<file path="src/rtl/jp_responder_pkg.sv">
// ---------------------------------------------------------------------------
// jp_responder_pkg : button indices, FSM states and constants for jp_responder
// Rev 1.0
// ---------------------------------------------------------------------------
`default_nettype none

package jp_responder_pkg;

  localparam int JP_NUM_BTNS  = 8;
  localparam int JP_BTN_A      = 0;
  localparam int JP_BTN_B      = 1;
  localparam int JP_BTN_SELECT = 2;
  localparam int JP_BTN_START  = 3;
  localparam int JP_BTN_UP     = 4;
  localparam int JP_BTN_DOWN   = 5;
  localparam int JP_BTN_LEFT   = 6;
  localparam int JP_BTN_RIGHT  = 7;

  localparam logic [3:0] JP_BIT_CNT_MAX = 4'd8;

  typedef enum logic [1:0] {
    JP_ST_LOAD  = 2'd0,
    JP_ST_SHIFT = 2'd1,
    JP_ST_DONE  = 2'd2
  } jp_state_e;

endpackage

`default_nettype wire

</file>
<file path="src/rtl/jp_responder_sync_filter.sv">
// ---------------------------------------------------------------------------
// jp_responder_sync_filter : synchroniser + deglitch filter + change pulse
// Rev 1.0
// ---------------------------------------------------------------------------
`default_nettype none

module jp_responder_sync_filter #(
  parameter int SYNC_STAGES   = 2,
  parameter int FILTER_CYCLES = 4
) (
  input  logic clk,
  input  logic rst_n,
  input  logic async_in,
  output logic level_out,
  output logic edge_out
);

  localparam int CW = (FILTER_CYCLES > 1) ? $clog2(FILTER_CYCLES) : 1;
  localparam logic [CW-1:0] CNT_LAST = CW'(FILTER_CYCLES - 1);

  logic [SYNC_STAGES-1:0] sync_q, sync_d;
  logic [CW-1:0]          cnt_q, cnt_d;
  logic                   level_q, level_d;
  logic                   edge_q, edge_d;
  logic                   sample;

  assign sample = sync_q[SYNC_STAGES-1];

  // Counter only advances while the synchronised sample disagrees with the
  // filtered level; any agreeing sample restarts the qualification window.
  always_comb begin
    sync_d  = {sync_q[SYNC_STAGES-2:0], async_in};
    level_d = level_q;
    cnt_d   = '0;
    if (sample != level_q) begin
      if (cnt_q == CNT_LAST) begin
        level_d = sample;
      end else begin
        cnt_d = cnt_q + CW'(1);
      end
    end
    edge_d = level_d ^ level_q;
  end

  always_ff @(posedge clk or negedge rst_n) begin
    if (!rst_n) begin
      sync_q  <= '0;
      cnt_q   <= '0;
      level_q <= 1'b0;
      edge_q  <= 1'b0;
    end else begin
      sync_q  <= sync_d;
      cnt_q   <= cnt_d;
      level_q <= level_d;
      edge_q  <= edge_d;
    end
  end

  assign level_out = level_q;
  assign edge_out  = edge_q;

endmodule

`default_nettype wire

</file>
<file path="src/rtl/jp_responder.sv">
// ---------------------------------------------------------------------------
// jp_responder : NES joypad (CD4021) emulator answering console latch/clock
// Rev 1.0
// ---------------------------------------------------------------------------
`default_nettype none

module jp_responder
  import jp_responder_pkg::*;
#(
  parameter int SYNC_STAGES       = 2,
  parameter int FILTER_CYCLES     = 4,
  parameter int TURBO_HALF_PERIOD = 3333333
) (
  input  logic       clk_in,
  input  logic       nres_in,
  input  logic [7:0] btn_in,
  input  logic [1:0] turbo_en_in,
  input  logic       jp_latch_in,
  input  logic       jp_clk_in,
  output logic       jp_data_out,
  output logic       poll_strobe_out,
  output logic [3:0] bit_cnt_out
);

  localparam int TW = (TURBO_HALF_PERIOD > 1) ? $clog2(TURBO_HALF_PERIOD) : 1;
  localparam logic [TW-1:0] TURBO_LAST = TW'(TURBO_HALF_PERIOD - 1);

  // Reset asserts asynchronously but is released through two flops.
  logic [1:0] rst_sync_q, rst_sync_d;
  logic       rst_n;

  always_comb rst_sync_d = {rst_sync_q[0], 1'b1};

  always_ff @(posedge clk_in or negedge nres_in) begin
    if (!nres_in) rst_sync_q <= 2'b00;
    else          rst_sync_q <= rst_sync_d;
  end

  assign rst_n = rst_sync_q[1] & nres_in;

  logic latch_lvl, latch_chg, clk_lvl, clk_chg;
  logic latch_fall, clk_rise;

  jp_responder_sync_filter #(
    .SYNC_STAGES  (SYNC_STAGES),
    .FILTER_CYCLES(FILTER_CYCLES)
  ) u_latch_filt (
    .clk      (clk_in),
    .rst_n    (rst_n),
    .async_in (jp_latch_in),
    .level_out(latch_lvl),
    .edge_out (latch_chg)
  );

  jp_responder_sync_filter #(
    .SYNC_STAGES  (SYNC_STAGES),
    .FILTER_CYCLES(FILTER_CYCLES)
  ) u_clk_filt (
    .clk      (clk_in),
    .rst_n    (rst_n),
    .async_in (jp_clk_in),
    .level_out(clk_lvl),
    .edge_out (clk_chg)
  );

  assign latch_fall = latch_chg & ~latch_lvl;
  assign clk_rise   = clk_chg & clk_lvl;

  logic [TW-1:0] turbo_cnt_q, turbo_cnt_d;
  logic          turbo_phase_q, turbo_phase_d;
  logic [7:0]    eff;

  always_comb begin
    turbo_cnt_d   = turbo_cnt_q + TW'(1);
    turbo_phase_d = turbo_phase_q;
    if (turbo_cnt_q == TURBO_LAST) begin
      turbo_cnt_d   = '0;
      turbo_phase_d = ~turbo_phase_q;
    end
    eff           = btn_in;
    eff[JP_BTN_A] = btn_in[JP_BTN_A] & (~turbo_en_in[0] | turbo_phase_q);
    eff[JP_BTN_B] = btn_in[JP_BTN_B] & (~turbo_en_in[1] | turbo_phase_q);
  end

  jp_state_e  state_q, state_d;
  logic [7:0] sr_q, sr_d;
  logic [3:0] bit_cnt_q, bit_cnt_d;
  logic       strobe_q, strobe_d;
  logic       data_q, data_d;

  // A high latch overrides every other event, so a coincident clock edge
  // is simply lost; the same holds for the clock edge on the latch fall.
  always_comb begin
    state_d   = state_q;
    sr_d      = sr_q;
    bit_cnt_d = bit_cnt_q;
    strobe_d  = 1'b0;
    if (latch_lvl) begin
      state_d   = JP_ST_LOAD;
      sr_d      = eff;
      bit_cnt_d = '0;
    end else begin
      case (state_q)
        JP_ST_LOAD: begin
          if (latch_fall) begin
            strobe_d = 1'b1;
            state_d  = JP_ST_SHIFT;
          end
        end
        JP_ST_SHIFT: begin
          if (clk_rise) begin
            sr_d      = {1'b1, sr_q[7:1]};
            bit_cnt_d = bit_cnt_q + 4'd1;
            if (bit_cnt_q == JP_BIT_CNT_MAX - 4'd1) state_d = JP_ST_DONE;
          end
        end
        JP_ST_DONE: begin
          if (clk_rise) sr_d = {1'b1, sr_q[7:1]};
        end
        default: state_d = JP_ST_SHIFT;
      endcase
    end
    data_d = ~sr_d[0];
  end

  always_ff @(posedge clk_in or negedge rst_n) begin
    if (!rst_n) begin
      turbo_cnt_q   <= '0;
      turbo_phase_q <= 1'b1;
      state_q       <= JP_ST_SHIFT;
      sr_q          <= '0;
      bit_cnt_q     <= '0;
      strobe_q      <= 1'b0;
      data_q        <= 1'b1;
    end else begin
      turbo_cnt_q   <= turbo_cnt_d;
      turbo_phase_q <= turbo_phase_d;
      state_q       <= state_d;
      sr_q          <= sr_d;
      bit_cnt_q     <= bit_cnt_d;
      strobe_q      <= strobe_d;
      data_q        <= data_d;
    end
  end

  assign jp_data_out     = data_q;
  assign poll_strobe_out = strobe_q;
  assign bit_cnt_out     = bit_cnt_q;

endmodule

`default_nettype wire

</file>
<file path="config.mk">
export PLATFORM = sky130hd
export DESIGN_NAME = jp_responder
export DESIGN_NICKNAME = d
export VERILOG_FILES = /design/src/rtl/jp_responder_pkg.sv /design/src/rtl/jp_responder_sync_filter.sv /design/src/rtl/jp_responder.sv
export SDC_FILE = /design/constraint.sdc
export NUM_CORES = 1
export LEC_CHECK = 0
export BUFFER_PORTS_ARGS = -buffer_cell sky130_fd_sc_hd__buf_2
export CORE_AREA = 5 5 74 76
export CTS_CLUSTER_SIZE = 10
export DETAILED_ROUTE_END_ITERATION = 7
export DIE_AREA = 0 0 79 81
export PLACE_DENSITY = 0.72
export REMOVE_ABC_BUFFERS = 1
export SYNTH_ARGS = -nofsm -noshare
export SYNTH_HDL_FRONTEND = slang
export SYNTH_SLANG_ARGS = --single-unit
</file>
<file path="constraint.sdc">
create_clock -name clk_in -period 1.7 [get_ports clk_in]
set_input_delay 0.085 -clock clk_in [delete_from_list [all_inputs] [get_ports clk_in]]
set_output_delay 0.085 -clock clk_in [all_outputs]
set_load 0.03 [all_outputs]
</file>
==> summary.txt <==
CTS Buffer Depth -> 2
Max Cap Violations -> 0
Worst skew pair latency -> 0.31 ns
Critical path's largest stage delay -> 0.52 ns
Setup ws final -> -0.138 ns
Layout cell share with drive strength beyond 1 -> 32.6%
Initial Util -> 51.2%
Hold Vio Cnt, Final -> 1
Syn_area_per_cell -> 11.2 sq um
Routed Antenna Nets -> 0
Root buffer cell -> clkbuf_8
Clk slew on worst S/H paths -> 0.10 ns
DRC violations left -> 0
Tcrit/Tclk final -> 108%
Final instance area -> 0.00310 sq mm
Total GRT Usage -> 16.0%
Row count -> 25
CTS buffer count -> 5
Die area -> 0.00640 sq mm
Ports -> 20
Core region area -> 0.00466 sq mm
TritonCTS clock tree -> built
Final max-slew violation count -> 0
Sequential area share after synthesis -> 55.7%
Failing checks -> negative hold slack, negative setup slack
Status -> finished, violations left
CP cell instances -> buf_4 > nand4_1 > nor4_2 > buf_4 > nor2_1 > a2111oi_0
Die width -> 79 um
VDD IR max -> 0.529 mV
Synthesis warning total -> 0
Syn Std Cell Area -> 0.00239 sq mm
Crit-path most repeated cell -> buf_4
Port buffer count -> 19
H-tree levels -> 2
Crit path required time -> 1.85 ns
Routed via count -> 1,764
Crit path max fanout -> 5
Sink Count -> 53
Final min period -> 1.84 ns
Drt via density -> 5.35
Post-Place Cells -> 310
Dpl cell area -> 0.00276 sq mm
Count leader, synth -> dfrtp_1
Antenna Cells -> 0
Vias in the first global route -> 1,700
Vert. Die Dim -> 81 um
GPL Wtd Cong -> 0.824
WP data arrival -> 1.98 ns
Area of the multi-input gates -> 0.00110 sq mm
WS Path Type -> flip-flop to flip-flop
Post-Route WL -> 4840 um
Largest area contributor in the netlist -> dfrtp_1
Area growth syn-to-layout -> 29.7%
Crit path launch type -> flip-flop
HPWL after DPL -> 3060 um
Synth cell count leaders -> dfrtp_1, nor2_1, nand3_1
Cell Count, Final, Fillers Out -> 330
Cells after synthesis -> 213
Crit-path slowest cell -> a2111oi_0
Peak Freq -> 0.544 GHz
FF+latch area -> 0.00133 sq mm
Largest net degree at the start of global routing -> 52
Power Density -> 982 mW/mm^2
Main synth FF type -> dfrtp_1
Async SR Flop Fraction -> 100%
Hold WC Path Type -> input pin to flip-flop
Antenna violations before repair -> 0
Post-synth EDFFs -> 0
Fin Hold WS -> -0.00835 ns
Final-layout fill cell count -> 341
Max_slew headroom -> 63.7%
Congestion Overflow GR -> 0
Final setup violation count -> 15
Clock skew -> 0.00709 ns
Routed len/inst -> 14.7 um
Kind of end point of the critical path -> flip-flop
Seq cells post-synth -> 53
Pleak -> 0.00146 uW
Synth top area cells -> dfrtp_1, ha_1, mux2i_1
Final net count -> 297
Synth top area share -> 52.4%
RSZ-0062 raised after global routing -> true
Pre-Repair DR Iteration Count -> 4
Initial DRC Count -> 84
Global-route wire length before repair -> 8090 um
Tightest Pin Transition -> 0.530 ns
Netlist cell types -> 41
metal layers:
layer	GRT usage [%]	vias up	part of all wire, %
li1	-	865	-
met1	22.1	864	47
met2	25.3	28	49
met3	3.33	7	3.3
met4	5.67	0	1.4
met5	0	-	0
flip-flops by register name, summed over array words and instances, names as in the netlist:
| name | count |
|---|---|
| sr_q | 8 |
| u_clk_filt.sync_q | 2 |
| u_latch_filt.cnt_q | 2 |
| bit_cnt_out | 4 |
| state_q | 2 |
| rst_sync_q | 2 |
| u_latch_filt.level_out | 1 |
| turbo_cnt_q | 22 |
| u_clk_filt.edge_out | 1 |
| u_latch_filt.sync_q | 2 |
| u_clk_filt.level_out | 1 |
| poll_strobe_out | 1 |
| jp_data_out | 1 |
| u_latch_filt.edge_out | 1 |
| u_clk_filt.cnt_q | 2 |
| turbo_phase_q | 1 |
cells in the final DEF (no fill, tap or decap), types with 2 or more instances in the layout:
master and n:
buf_4 30, inv_1 8, or2_2 2, or3_1 2, mux2i_1 9, dfstp_2 3, nor3_1 3, inv_2 2
nand3_1 11, nor4_4 2, nor2_1 13, clkbuf_8 6, nand3_2 2, ha_1 7, xnor2_1 10, and2_1 4
nor4_1 3, a31oi_1 2, dfrtp_1 50, buf_12 2, nor3b_1 2, nand2_1 13, nand4_1 5, buf_2 19
dlygate4sd3_1 7, o21ai_0 9, a2111oi_0 2, nor2_2 5, xor2_1 11, a21oi_1 4, nor4_2 3
logic make-up (layout without fill, tap and decap cells):
kind of cell | after synthesis | count (layout) | share of synthesized area, %
other cells | 1 | 1 | 0.157
fa+ha+maj | 8 | 8 | 4.19
xor+xnor | 21 | 21 | 7.70
simple gates | 82 | 82 | 19.0
compound gates | 23 | 23 | 6.03
buf+inv | 14 | 77 | 2.52
mux | 11 | 11 | 4.66
flops | 53 | 53 | 55.7
metrics by stage:
step	utilization [%]	setup slack [ns]	power, uW	TNS [ns]
5_1_grt	66.4	-0.304	3230	-2.28
3_3_place_gp	59.3	0.0332	2130	0
2_1_floorplan	-	-0.243	1970	-8.12
6_report	66.4	-0.138	3040	-0.612
3_5_place_dp	59.3	-0.0138	2160	-0.0233
4_1_cts	64.1	-0.0143	3050	-0.0277
critical path, delay by kind of cell, from the launching register on:
family | cells | cell delay, ns
buffers and inverters | 2 | 0.35
flip-flops | 1 | 0.41
AND/OR/NAND/NOR | 3 | 0.41
AO/OA/AOI/OAI | 1 | 0.52
repair_timing:
item | CTS | global route
pin swaps | 1 | 6
setup buffers | 2 | 2
hold buffers | 7 | 0
setup endpoints to repair | 3 | 19
gates cloned | 1 | 0
endpoints found under the hold margin | 56 | 0
gates resized for setup | 3 | 23
area by class of cell:
cell class | instances | area share [%]
Multi-Input combinational cell | 146 | 35.6
Sequential cell | 53 | 42.9
Clock buffer | 7 | 2.79
Clock inverter | 1 | 0.970
Timing Repair Buffer | 59 | 14.3
Tap cell | 54 | 2.18
Inverter | 10 | 1.21
path summary, 6_finish.rpt:
| kind | start | depth (start not counted) | slack (ns) | end |
|---|---|---|---|---|
| worst max-delay path | turbo_cnt_q[5]$_DFF_PN0_ | 6 | -0.14 | turbo_cnt_q[17]$_DFF_PN0_ |
| worst min-delay path | btn_in[6] | 3 | -0.008 | sr_q[6]$_DFFE_PN0P_ |
| worst max register to register | turbo_cnt_q[5]$_DFF_PN0_ | 6 | -0.14 | turbo_cnt_q[17]$_DFF_PN0_ |
| worst min register to register | rst_sync_q[1]$_DFF_PN0_ | 2 | 0.35 | bit_cnt_out[1]$_DFFE_PN0P_ |
| max in group asynchronous | nres_in | 4 | 0.97 | turbo_phase_q$_DFFE_PN1N_ |
| min in group asynchronous | nres_in | 2 | 0.09 | rst_sync_q[0]$_DFF_PN0_ |
power by group:
group / internal [uW] / leakage (uW) / switching, uW / total, uW
clock network: 481 / 0.0000585 / 416 / 897
registers: 1470 / 0.000686 / 140 / 1610
logic: 260 / 0.000717 / 277 / 537
total: 2210 / 0.00146 / 832 / 3040
(Power assumes the default switching activity.)
